### src/rtl/rs_pkg.sv
// Shared definitions for the set/reset flop bank: conflict-rule encodings,
// the change-counter width and the per-channel next-state rule.
package rs_pkg;

    // S=R=1 conflict rules selected by the MODE parameter
    localparam int unsigned MODE_RDOM   = 0;  // reset dominates
    localparam int unsigned MODE_SDOM   = 1;  // set dominates
    localparam int unsigned MODE_HOLD   = 2;  // keep current state
    localparam int unsigned MODE_TOGGLE = 3;  // invert while conflict persists

    // Width of the saturating change counter
    localparam int CNT_W = 16;

    // Next state of one channel from its synchronised requests
    function automatic logic rs_next(input int unsigned mode, input logic s,
                                     input logic r, input logic q);
        logic nxt;
        nxt = q;
        case ({s, r})
            2'b10:   nxt = 1'b1;
            2'b01:   nxt = 1'b0;
            2'b11: begin
                case (mode)
                    MODE_RDOM:   nxt = 1'b0;
                    MODE_SDOM:   nxt = 1'b1;
                    MODE_TOGGLE: nxt = ~q;
                    default:     nxt = q;
                endcase
            end
            default: nxt = q;
        endcase
        return nxt;
    endfunction

endpackage

### src/rtl/rs_cell.sv
// One set/reset channel: optional request synchroniser followed by the
// clocked RS state with the selected conflict rule.
module rs_cell
    import rs_pkg::*;
#(
    parameter int unsigned SYNC_STAGES = 2,
    parameter int unsigned MODE        = MODE_RDOM,
    parameter logic        INIT        = 1'b0
) (
    input  logic clk,
    input  logic rst_n,
    input  logic s,
    input  logic r,
    output logic q,
    output logic q_next,
    output logic s_q,
    output logic r_q
);

    if (SYNC_STAGES == 0) begin : g_nosync
        assign s_q = s;
        assign r_q = r;
    end else begin : g_sync
        logic [SYNC_STAGES-1:0] s_sync;
        logic [SYNC_STAGES-1:0] r_sync;

        // Shift the raw requests through the synchroniser chain
        always_ff @(posedge clk or negedge rst_n) begin
            // NOTE: synchroniser flops are cleared on reset so that a request
            // captured before reset can never surface after release.
            if (!rst_n) begin
                s_sync <= '0;
                r_sync <= '0;
            end else begin
                // NOTE: non-blocking assignments let every stage sample the
                // previous stage's old value, forming a true shift chain.
                s_sync[0] <= s;
                r_sync[0] <= r;
                for (int i = 1; i < int'(SYNC_STAGES); i++) begin
                    s_sync[i] <= s_sync[i-1];
                    r_sync[i] <= r_sync[i-1];
                end
            end
        end

        assign s_q = s_sync[SYNC_STAGES-1];
        assign r_q = r_sync[SYNC_STAGES-1];
    end

    assign q_next = rs_next(MODE, s_q, r_q, q);

    // Channel state register
    always_ff @(posedge clk or negedge rst_n) begin
        if (!rst_n) q <= INIT;
        else        q <= q_next;
    end

endmodule

### src/rtl/rs_flop_bank.sv
// Bank of WIDTH independent set/reset channels with a sticky conflict flag
// and a saturating count of cycles in which any channel changed.
module rs_flop_bank
    import rs_pkg::*;
#(
    parameter int unsigned      WIDTH       = 8,
    parameter int unsigned      SYNC_STAGES = 2,
    parameter int unsigned      MODE        = MODE_RDOM,
    parameter logic [WIDTH-1:0] INIT        = '0
) (
    input  logic             Clk,
    input  logic             Resetn,
    input  logic [WIDTH-1:0] S,
    input  logic [WIDTH-1:0] R,
    input  logic             ClearConflict,
    output logic [WIDTH-1:0] Q,
    output logic [WIDTH-1:0] Qn,
    output logic             Conflict,
    output logic [CNT_W-1:0] ChangeCount
);

    if (WIDTH < 1 || WIDTH > 32) begin : g_bad_width
        $error("rs_flop_bank: WIDTH must be 1..32");
    end
    if (SYNC_STAGES > 3) begin : g_bad_sync
        $error("rs_flop_bank: SYNC_STAGES must be 0..3");
    end
    if (MODE > MODE_TOGGLE) begin : g_bad_mode
        $error("rs_flop_bank: MODE must be 0..3");
    end

    logic [WIDTH-1:0] q_next;
    logic [WIDTH-1:0] s_q;
    logic [WIDTH-1:0] r_q;
    logic             any_conflict;
    logic             changed;

    for (genvar i = 0; i < WIDTH; i++) begin : g_cell
        rs_cell #(
            .SYNC_STAGES(SYNC_STAGES),
            .MODE       (MODE),
            .INIT       (INIT[i])
        ) u_cell (
            .clk   (Clk),
            .rst_n (Resetn),
            .s     (S[i]),
            .r     (R[i]),
            .q     (Q[i]),
            .q_next(q_next[i]),
            .s_q   (s_q[i]),
            .r_q   (r_q[i])
        );
    end

    assign Qn           = ~Q;
    assign any_conflict = |(s_q & r_q);
    assign changed      = (q_next != Q);

    // Sticky conflict flag; a fresh conflict outranks a clear request
    always_ff @(posedge Clk or negedge Resetn) begin
        if (!Resetn) Conflict <= 1'b0;
        else         Conflict <= any_conflict | (Conflict & ~ClearConflict);
    end

    // Count cycles in which any channel changes, saturating at all-ones
    always_ff @(posedge Clk or negedge Resetn) begin
        if (!Resetn) begin
            ChangeCount <= '0;
        end else if (changed && (ChangeCount != '1)) begin
            ChangeCount <= ChangeCount + CNT_W'(1);
        end
    end

endmodule

### config.mk
export PLATFORM = sky130hd
export DESIGN_NAME = rs_flop_bank
export DESIGN_NICKNAME = d
export VERILOG_FILES = /design/src/rtl/rs_pkg.sv /design/src/rtl/rs_cell.sv /design/src/rtl/rs_flop_bank.sv
export SDC_FILE = /design/constraint.sdc
export NUM_CORES = 1
export LEC_CHECK = 0
export ABC_AREA = 1
export CAP_MARGIN = 20
export CORE_MARGIN = 5
export CORE_UTILIZATION = 40
export CTS_CLUSTER_DIAMETER = 30
export CTS_CLUSTER_SIZE = 40
export DETAILED_ROUTE_END_ITERATION = 6
export GPL_TIMING_DRIVEN = 0
export PLACE_DENSITY = 0.65
export SLEW_MARGIN = 20
export SYNTH_ARGS = -nofsm -noshare
export SYNTH_HDL_FRONTEND = slang
export SYNTH_HIERARCHICAL = 1
export SYNTH_SLANG_ARGS = --single-unit
### constraint.sdc
create_clock -name Clk -period 1.5 [get_ports Clk]
set_clock_uncertainty 0.1 [all_clocks]
set_input_delay 0.375 -clock Clk [delete_from_list [all_inputs] [get_ports Clk]]
set_output_delay 0.375 -clock Clk [all_outputs]
set_load 0.1 [all_outputs]
==> impl_metrics.yaml <==
status:
  run_status: "finished, violations left"
  violations: "negative hold slack, negative setup slack"
logic_synthesis:
  ys_seq_area_share_pct: 61.69
  syn_avg_cell_area_sq_um: 9.515
  yosys_warnings: 6
  synth-seq-cells: 57
  synth_cell_type_count: 20
  netlist_area_sq_mm: 0.002312
  syn-instance-count: 243
  syn-num-nets: 263
floorplanning:
  fp.dieH_microns: 86.03
  die-area_sq_mm: 0.007401
  coreArea_sq_mm: 0.005574
  fp.dieW_microns: 86.03
  initial_utilization_pct: 41.48
  rows: 27
  ios: 52
layout:
  fin_nets: 345
  antenna_cells: 0
  drive_above_1_share_pct: 40.30
  synthToLayoutAreaGrowth_pct: 61.36
  post-route-util_pct: 66.94
pwr:
  switchingPower_mw: 2.254
  p_int_mw: 3.207
  share_comb_of_total_power_pct: 37.3
  total_power_mw: 5.460
  p_per_area_mw_per_mm2: 1463
  worst_ir_drop_vdd_uv: 1564
  p_seq_share_pct: 36.7
  p_sw_share_pct: 41.27
  p_clk_share_pct: 26.0
  power.leakage_nw: 1.677
sta:
  worst_pin_slew_ps: 683.4
  fmax_ghz: 0.5776
  period_share_pct: 115.4
  hold_viol_final: 40
  drv_slew: 0
  fin_ws_ps: -231.4
  tns_ps: -5158
  slew_headroom_pct: 54.44
  setup_viol: 32
  rsz0062_at_grt: "true"
  holdWs_ps: -10.13
  final.min_clock_period_ps: 1731
global_route:
  grt_start_max_net_pins: 58
  grt_first_pass_wirelength_microns: 8204
  overflow: 0
  antenna_found_initial: 0
  grt_pass1_vias: 1784
  grt_usage_pct: 14.31
clocking:
  cts_buffers: 9
  clkTransAtPathRegs_ps: 70
  clock-sinks: 57
  clock_latency_ps: 330
  cts_root_buf: "clkbuf_8"
  cts_hold_repair.buffers: 0
  cts_buffer_depth: 2
  h-tree-depth: 3
  cts_tree: "yes"
detailed_routing:
  antenna_left: 0
  remaining_drc_errors: 0
  drt_pass1_iterations: 4
  drtIter0Drc: 87
  wl_per_cell_microns: 13.05
  routed_via_density: 4.721
  num_vias: 1898
  routed_wl_microns: 5245
setup_path:
  end_kind: "flop"
  critPathSlowestCell: "dfrtp_4"
  worstPathArrival_ps: 1900
  crit_path_max_fanout: 5
  worstReg2RegStart: "g_cell[7].u_cell/q"
  slowest_delay_ps: 500
  start_kind: "flop"
  crit_path_start: "g_cell[7].u_cell/q"
  worst_path_most_repeated_cell: "nand2_1"
  crit_type: "reg2reg"
  cp.required_ps: 1670
  path_cells: "nor2_2, nor2_1, xnor2_1, nand2_1, nor2_2, nand2_2, nand2_4, clkbuf_16, nand2_1, nand2_1"
place:
  gp_congestion: 0.8640
  pre_cts_ws_ps: -669.3
  io_buffers: 51
  hpwl_microns: 3289
run:
  maxCapViolations: 0
min_path:
  hp-class: "in2async"
## cell usage after synthesis
master	number	area [sq um]
inv_1	22	82.58
xnor2_1	9	78.83
ha_1	1	12.51
nor2_4	2	22.52
a221oi_1	2	17.52
nand2_1	81	304.0
dfrtp_1	57	1426
buf_2	2	10.01
nor3_2	1	10.01
o211ai_1	1	7.510
o21ai_0	1	5.000
nand2_4	1	11.26
nor2_2	1	6.260
buf_6	1	11.26
nand3_1	24	120.1
inv_2	1	3.750
xor2_1	3	26.28
nand4_1	6	37.54
nor2_1	26	97.59
nand4_4	1	21.27
## metrics by stage
stage | area (sq um) | cells
2_1_floorplan | 2397 | 243
3_3_place_gp | 2998 | 366
3_5_place_dp | 2995 | 366
4_1_cts | 3475 | 390
5_1_grt | 3731 | 402
6_report | 3731 | 402
## layout by cell type, fill, tap and decap left out, types with 2 or more instances in the layout
master,netlist,layout
nand2_1,81,76
dfrtp_1,57,33
nand3_1,24,22
buf_12,0,21
buf_6,1,18
clkdlybuf4s50_1,0,17
dfrtp_2,0,16
inv_1,22,14
nor2_1,26,12
nor2_2,1,11
buf_4,0,11
clkinvlp_4,0,9
xnor2_1,9,9
clkbuf_8,0,9
dfrtp_4,0,8
nor2_4,2,6
buf_8,0,6
nand4_1,6,6
nand2_2,0,5
xor2_1,3,3
a221oi_1,2,2
nand3_2,0,2
clkinv_4,0,2
inv_6,0,2
## what timing repair did
| action | in CTS | in global routing |
|---|---|---|
| hold endpoints to repair | 0 | 0 |
| gates resized for setup | 270 | 39 |
| setup endpoints to repair | 49 | 42 |
| pin swaps | 2 | 13 |
| cloned | 0 | 1 |
| setup buffers | 8 | 11 |
## power by group through the flow
stage	registers, mW	logic (mW)	clock network, mW
global route	2.03	2.13	1.55
global placement	1.96	1.73	0
finish	2.00	2.04	1.42
floorplan	2.78	0.471	0
detailed placement	1.97	1.74	0
CTS	1.97	1.89	1.47
## metal layers
metal  wire [microns]  GRT usage [%]  vias to the layer above
met3              337          4.131                        7
met4               65          5.899                        0
met1             2189          17.86                      902
met5                0              0                        -
met2             2653          23.20                       62
li1                 -              -                      927
## worst max-delay path, delay by kind of cell, from the launching register on
family	cells	cell delay (ps)
xor gates and xnor gates	1	160
DFF	1	500
buffers and inverters	1	160
and+or+nand+nor	8	750
## cells by family (layout without fill, tap and decap cells)
group                    Yosys count  count (layout)  synth area share (%)
AO/OA/AOI/OAI                      4               4                 1.299
XOR/XNOR                          12              12                 4.546
adder cells (fa/ha/maj)            1               1                0.5410
buffers and inverters             26             113                 4.654
flip-flops                        57              57                 61.69
AND/OR/NAND/NOR                  143             143                 27.27
## path summary, 6_finish.rpt
kind | endpoint | slack [ps] | cells past startpoint
max | ChangeCount[12] | -230 | 10
min | g_cell[4].u_cell/g_sync.r_sync[1] | -10 | 1
max reg2reg | ChangeCount[12] | -230 | 10
min reg2reg | g_cell[3].u_cell/g_sync.r_sync[1] | 240 | 0
max in group asynchronous | g_cell[6].u_cell/q | 790 | 1
min in group Clk | g_cell[3].u_cell/g_sync.r_sync[1] | 240 | 0
## flip-flops by register name (all words and copies together), names as in the netlist
name and count:
Conflict 1, ChangeCount 16, g_cell.u_cell/q 8, g_cell.u_cell/g_sync.r_sync 16, g_cell.u_cell/g_sync.s_sync 16
## final cells by class
cell class              instances  area [sq um]
fillers                       420          1843
flip-flops and latches         57          1476
repair buffers                 71         953.4
multi-input cells             160         855.8
clock buffers                   9         123.9
inverters                      23         116.4
well taps                      72         90.09
clock inverters                 7         77.57
plain buffers                   3         37.54
(Power assumes the default switching activity.)
